--- src/rtl/int_arbiter.sv ---
// int_arbiter: edge-detecting, fixed-priority, non-nesting vectored interrupt
// arbiter with a request/acknowledge/done handshake toward the core.
module int_arbiter #(
  parameter logic [31:0] VEC_BASE   = 32'h0000_00C0,
  parameter logic [31:0] VEC_STRIDE = 32'h0000_0010
) (
  input  logic        clk,
  input  logic        reset_n,
  input  logic [3:0]  done,
  input  logic [3:0]  mask,
  input  logic        int_en,
  input  logic        int_ack,
  input  logic        int_done,
  output logic        int_req,
  output logic [31:0] int_addr,
  output logic [1:0]  int_id,
  output logic        in_service,
  output logic [3:0]  pending,
  output logic [3:0]  ovr
);

  typedef enum logic [1:0] {
    IDLE    = 2'd0,
    REQ     = 2'd1,
    SERVICE = 2'd2
  } state_e;

  state_e      state_q, state_d;
  logic [3:0]  done_q;
  logic [3:0]  pending_q, pending_d;
  logic [3:0]  ovr_q, ovr_d;
  logic        int_req_q, int_req_d;
  logic        in_service_q, in_service_d;
  logic [1:0]  int_id_q, int_id_d;

  logic [3:0]  done_edge;
  logic [3:0]  clr;
  logic [3:0]  eligible;
  logic [1:0]  prio_id;

  // Event detection, pending/overrun bookkeeping and eligibility.
  always_comb begin
    done_edge = done & ~done_q;
    clr       = 4'b0000;
    if (state_q == REQ && int_ack) begin
      clr[int_id_q] = 1'b1;
    end
    // A new event wins over a clear landing in the same cycle.
    pending_d = done_edge | (pending_q & ~clr);
    // Events coalesce into one pending bit; the overrun flag records the loss.
    ovr_d     = ovr_q | (done_edge & pending_q & ~clr);
    eligible  = int_en ? (pending_q & mask) : 4'b0000;
  end

  // Fixed-priority encoder: lowest index wins.
  always_comb begin
    prio_id = 2'd0;
    for (int i = 3; i >= 0; i--) begin
      if (eligible[i]) prio_id = 2'(i);
    end
  end

  // Handshake FSM next-state and registered-output values.
  always_comb begin
    // NOTE: every output of this block gets a default first so no path leaves
    // a value unassigned, which would otherwise infer a latch.
    state_d      = state_q;
    int_req_d    = int_req_q;
    in_service_d = in_service_q;
    int_id_d     = int_id_q;
    unique case (state_q)
      IDLE: begin
        if (eligible != 4'b0000) begin
          int_id_d  = prio_id;
          int_req_d = 1'b1;
          state_d   = REQ;
        end
      end
      REQ: begin
        // int_id stays frozen here; an ack beats a simultaneous withdraw.
        if (int_ack) begin
          int_req_d    = 1'b0;
          in_service_d = 1'b1;
          state_d      = SERVICE;
        end else if (!int_en || !mask[int_id_q]) begin
          int_req_d = 1'b0;
          state_d   = IDLE;
        end
      end
      SERVICE: begin
        if (int_done) begin
          in_service_d = 1'b0;
          state_d      = IDLE;
        end
      end
      default: begin
        state_d      = IDLE;
        int_req_d    = 1'b0;
        in_service_d = 1'b0;
      end
    endcase
  end

  // State registers, all cleared asynchronously.
  always_ff @(posedge clk or negedge reset_n) begin
    // NOTE: sequential state uses non-blocking assignments so every flop
    // samples pre-edge values regardless of statement order.
    if (!reset_n) begin
      state_q      <= IDLE;
      done_q       <= 4'b0000;
      pending_q    <= 4'b0000;
      ovr_q        <= 4'b0000;
      int_req_q    <= 1'b0;
      in_service_q <= 1'b0;
      int_id_q     <= 2'd0;
    end else begin
      state_q      <= state_d;
      done_q       <= done;
      pending_q    <= pending_d;
      ovr_q        <= ovr_d;
      int_req_q    <= int_req_d;
      in_service_q <= in_service_d;
      int_id_q     <= int_id_d;
    end
  end

  assign int_req    = int_req_q;
  assign in_service = in_service_q;
  assign int_id     = int_id_q;
  assign pending    = pending_q;
  assign ovr        = ovr_q;
  // Derived only from the registered id, so it is stable for the whole request.
  assign int_addr   = VEC_BASE + 32'(int_id_q) * VEC_STRIDE;

endmodule

--- config.mk ---
export PLATFORM = sky130hd
export DESIGN_NAME = int_arbiter
export DESIGN_NICKNAME = d
export VERILOG_FILES = /design/src/rtl/int_arbiter.sv
export SDC_FILE = /design/constraint.sdc
export NUM_CORES = 1
export LEC_CHECK = 0
export CAP_MARGIN = 40
export CORE_UTILIZATION = 34
export DETAILED_ROUTE_END_ITERATION = 10
export GPL_ROUTABILITY_DRIVEN = 0
export HOLD_SLACK_MARGIN = 0.08
export PLACE_DENSITY = 0.8
export SYNTH_ARGS = -nofsm -noshare
export SYNTH_HDL_FRONTEND = slang
export SYNTH_SLANG_ARGS = --single-unit
--- constraint.sdc ---
create_clock -name clk -period 1.5 [get_ports clk]
set_input_delay 0.3 -clock clk [delete_from_list [all_inputs] [get_ports clk]]
set_output_delay 0.3 -clock clk [all_outputs]
set_load 0.005 [all_outputs]
* Yosys cells after proc, flatten, opt, wreduce, memory -nomap -nowiden *
Cells that the tools add are included.

operators by class
  add/sub/neg operators = 1
  $lt $le $gt $ge = 2
  equal/unequal tests = 6
  mux-type cells = 22
  bitwise gates (word level) = 11
  reduce and logical (&&, ||, !) cells = 11

operators by type and width
  kind                 number
  $and 4x4->4          5
  $mux 2               8
  $add 8x6->9 const A  1
  $reduce_and 3->1     3
  $mux 4               2
  $not 4->4            2
  $or 4x4->4           2
  $mux 1               7
  $ne 2x2->1 const B   3
  $pmux 1 s3           2
  $pmux 2 s3           1
  $reduce_bool 4->1    1
  $lt 2x3->1 const B   1
  $ne 3x2->1 const B   1
  $bmux 1 s2           1
  $demux 1 s2          1
  $eq 2x1->1 const B   1
  $eq 2x2->1 const B   1
  $ge 2x1->1 const B   1
  $logic_and 1x1->1    2
  $logic_not 1->1      2
  $logic_not 2->1      1
  $not 1->1            2
  $reduce_and 2->1     1
  $logic_or 1x1->1     1

word-level totals
  bits in registers = 18
  input port bits = 13
  output and inout bits = 44
  word-level logic and storage cells = 60

* Longest topological paths before layout *
  word-level depth = 8
  depth in mapped cells = 5
  mapped depth without buffers = 4

* Worst setup path before layout *
No wires, ideal clock.

  kind = flip-flop to flip-flop
  start point = register int_id_q[1], in the netlist int_id[1]
  end point = register int_req_q, in the netlist int_req
  setup time = 118 ps
  data arrival time = 1,400 ps
  data required time = 1,382 ps
  setup slack = -18 ps
  cell stages (with the launch flop) = 5
  path buffers = 0
  period minus slack after synthesis = 1,518 ps
  cells stage by stage = dfrtp_1 > mux4_2 > nor3b_2 > nand2b_1 > a21o_1

between the ends
  longest elaborated chain between the ends = 6

RTL lines
  item                               line  text
  from (decl)                        34    logic [1:0] int_id_q, int_id_d;
  from (signal assigned)             123   int_id_q <= int_id_d;
  $bmux 1 s2                         85    end else if (!int_en || !mask[int_id_q]) begin
  $mux 1 (implied by the code)       85
  $logic_not 1->1                    85
  $logic_or 1x1->1                   85
  $ne 3x2->1 (no source line)        n/a
  $reduce_and 3->1 (no source line)  n/a
  to (signal assigned)               121   int_req_q <= int_req_d;
  to (decl)                          32    logic int_req_q, int_req_d;

No other way between the ends. The select of a mux whose other input is x is not followed.
A chain may end at the register's enable or synchronous reset.

* Final worst setup path *
  start point = input mask[2]
  end point = register int_req_q, in the netlist int_req

between the ends
  longest elaborated chain between the ends = 6
  elaborated cells on any way between the ends = 10
  those cells by class = eq/ne: 2; mux: 3; bitwise: 1; reduce/logical: 4

RTL lines
  item                                   line  text
  from (decl)                            10    input logic [3:0] mask,
  $bmux 1 s2                             85
  $mux 1 (implied by the code)           85
  $logic_not 1->1                        85
  $logic_or 1x1->1                       85
  $ne 3x2->1 (no source line)            n/a
  $reduce_and 3->1 (no source line) (*)  n/a

Mark *: on every way between the ends. The rest lies on a longest branch, timed or not. The select of a mux whose other input is x is not followed.

==> reports/qor.csv <==
stage;metric;value;unit
die;die area;0.00317;mm2
cells_and_area;final instance area;0.00136;mm2
drt;via count;796;
drt;Wirelength per Cell;12.3;um
drt;vias per cell;4.68;
synthesis;Netlist cell types;26;
clocking;CTS Hold Buffers Added;0;
cells_and_area;layout net count;153;
sta;PnR worst setup slack;10.7;ps
power;Comb pwr share;0.443;
sta;unrepaired setup endpoints after global routing;no;
synthesis;Seq/Total Area, Yosys;0.450;
sta;max-slew violations;0;
worst_hold_path;Hold Crit Class;input pin to async pin;
sta;# setup viols final;0;
power;P per Cell Area;1310;mW/mm2
drt;DR iter-0 viols;23;
grt;Total GRT Usage;0.145;
critical_path;crit path cell chain;clkdlybuf4s50_1, mux4_2, nor3b_4, nand2b_4, a21o_1;
power;Pwr Total;1.78;mW
place;HPWL after DPL;1460;um
sta;fin crit period;1490;ps
place;Placed Area;0.00123;mm2
critical_path;CP max stage delay;470;ps
critical_path;Critical Path RT;1710;ps
grt;grt ovf;0;
critical_path;WP buf/inv;1;
grt;vias in the first global route;739;
cells_and_area;ant diodes;0;
die;Die Height;56.3;um
sta;period utilization;0.993;
sta;Hold Vio Cnt, Final;0;
synthesis;yosys warns;0;
clocking;clk slew on worst S/H paths;100;ps
power;switching power;0.572;mW
critical_path;Worst path top cell family by delay;buffers and inverters;
drt;total wire length;2090;um
clocking;Num Clock Sinks;18;
die;I/O pin count;57;
synthesis;mapped cell area;0.00100;mm2
cells_and_area;Fillers;241;
cells_and_area;most common cell after layout, fill and taps aside;conb_1;
sta;Worst Skew;2.45;ps
grt;first-pass GRT wire length;3440;um
power;Max IR drop VDD;818;uV
grt;largest net degree at the start of global routing;19;
clocking;CTS tree;yes;
critical_path;crit-path max FO;3;
cells_and_area;P&R area growth vs syn;35.7;%
clocking;CTS Root Cell;clkbuf_4;
synthesis;synthesized flop and latch total;18;
flow_run;Max-cap violations;0;
power;sequential power share;0.384;
critical_path;Crit-path slowest cell;clkdlybuf4s50_1;
clocking;clock latency on the worst-skew pair;310;ps
critical_path;Setup Crit Path Kind;input pin to flop;
place;number of port buffers;26;
power;Pleak;0.656;nW
place;pre-CTS setup slack;-325;ps
critical_path;critical path arrival;1700;ps
cells_and_area;commonest non-fill, non-tap cells in the layout;30 x conb_1, 16 x dfrtp_1, 16 x clkdlybuf4s50_1, 16 x buf_4, 10 x nand2_1;
drt;drt drc;0;
die;Cell Rows;19;
critical_path;crit end category;flop;
drt;Routed Antenna Nets;0;
drt;first-pass iteration count of the detailed router;4;
run_status;status;finished clean;
synthesis;Post-Syn Area per Cell;10.3;um2
sta;Setup TNS;0;ps
synthesis;cells after synthesis;97;
power;switch share;0.322;
clocking;Longest Clk Path Bufs;2;
cells_and_area;final core utilization;0.489;
power;clock power share;0.173;
grt;antenna violations before repair;0;
cells_and_area;share of layout cells above drive strength 1;0.223;
critical_path;Setup crit start kind;input pin;
die;Die X;56.3;um
clocking;CTS H-tree depth;1;
die;Initial Util;0.360;
power;internal power;1.20;mW
sta;Peak Freq;0.671;GHz
die;core footprint;0.00278;mm2
clocking;CTS Buf Count;3;
[cells in the mapped netlist]
cell type  instances  area share
buf_4             32        0.24
a21oi_1            2       0.010
a41o_1             1       0.010
nand3_1            2       0.010
o21ai_0            2       0.010
nand2b_1           4       0.025
mux4_2             1       0.022
a22o_1             1      0.0088
buf_6              1       0.011
a22oi_1            1      0.0075
nand2b_4           1       0.014
o21bai_1           3       0.022
a211oi_1           1      0.0075
nor3_1             1      0.0050
a21o_1             2       0.015
nand2_1           10       0.038
conb_1             2      0.0075
a311oi_1           1      0.0088
dfrtp_1           18        0.45
nor3b_2            1       0.012
o41ai_1            2       0.018
inv_1              2      0.0075
mux2_2             1       0.011
a21o_2             1      0.0088
nor2_1             3       0.011
and3b_1            1      0.0088
[routing by layer]
layer  wire length (um)  global-route usage  up-vias
met5                  0                   0        -
met4                 83              0.0941        0
met3                179              0.0415       10
met2               1050               0.231       62
met1                783               0.171      376
li1                   -                   -      348
[registers in the layout (all words and copies together) (netlist names)]
signal	flops
done_q	4
in_service	1
int_id	2
int_req	1
ovr	4
pending	4
state_q	2
[logic make-up after synthesis]
logic type / share of synthesized area
flip-flops: 0.450
other: 0.00750
AND/OR/NAND/NOR: 0.124
buffers and inverters: 0.259
multiplexers: 0.0337
AO/OA/AOI/OAI: 0.126
[final timing paths]
path                            from  slack [ps]  cells past startpoint        end
min in group clk             done[1]         450                      1  done_q[1]
max in group asynchronous    reset_n         980                      2  int_id[1]
hold / removal               reset_n         300                      2     ovr[0]
hold reg to reg               ovr[2]         490                      1     ovr[2]
setup reg to reg           int_id[1]          60                      4    int_req
setup / recovery             mask[2]          10                      5    int_req
[area by class of cell]
type                       instances  area, um2  share of cell area
inverter                           2       7.51             0.00552
tap                               31       38.8              0.0285
timing repair buffer              43        402               0.296
multi-input combinational         72        422               0.310
sequential                        18        453               0.333
clock buffer                       4       36.3              0.0267
[metrics by stage]
| stage | cells | hold slack, ps |
|---|---|---|
| 6_report | 170 | 304 |
| 5_1_grt | 170 | 346 |
| 4_1_cts | 168 | 308 |
| 3_5_place_dp | 159 | 470 |
| 3_3_place_gp | 159 | 448 |
| 2_1_floorplan | 125 | 4.41 |
[power by group through the flow]
stage	sequential (mW)	clock (mW)	combinational (mW)
after floorplan	0.700	0	0.356
after global placement	0.709	0	0.640
after detailed placement	0.713	0	0.656
after CTS	0.683	0.314	0.742
after global routing	0.702	0.327	0.858
final	0.682	0.308	0.787
[timing repair]
action	4_1_cts	5_1_grt
gates resized for setup	7	9
pin swaps	1	0
endpoints found under the hold margin	0	0
buffers inserted	6	2
endpoints found under the setup margin	9	12
(Power assumes the default switching activity.)
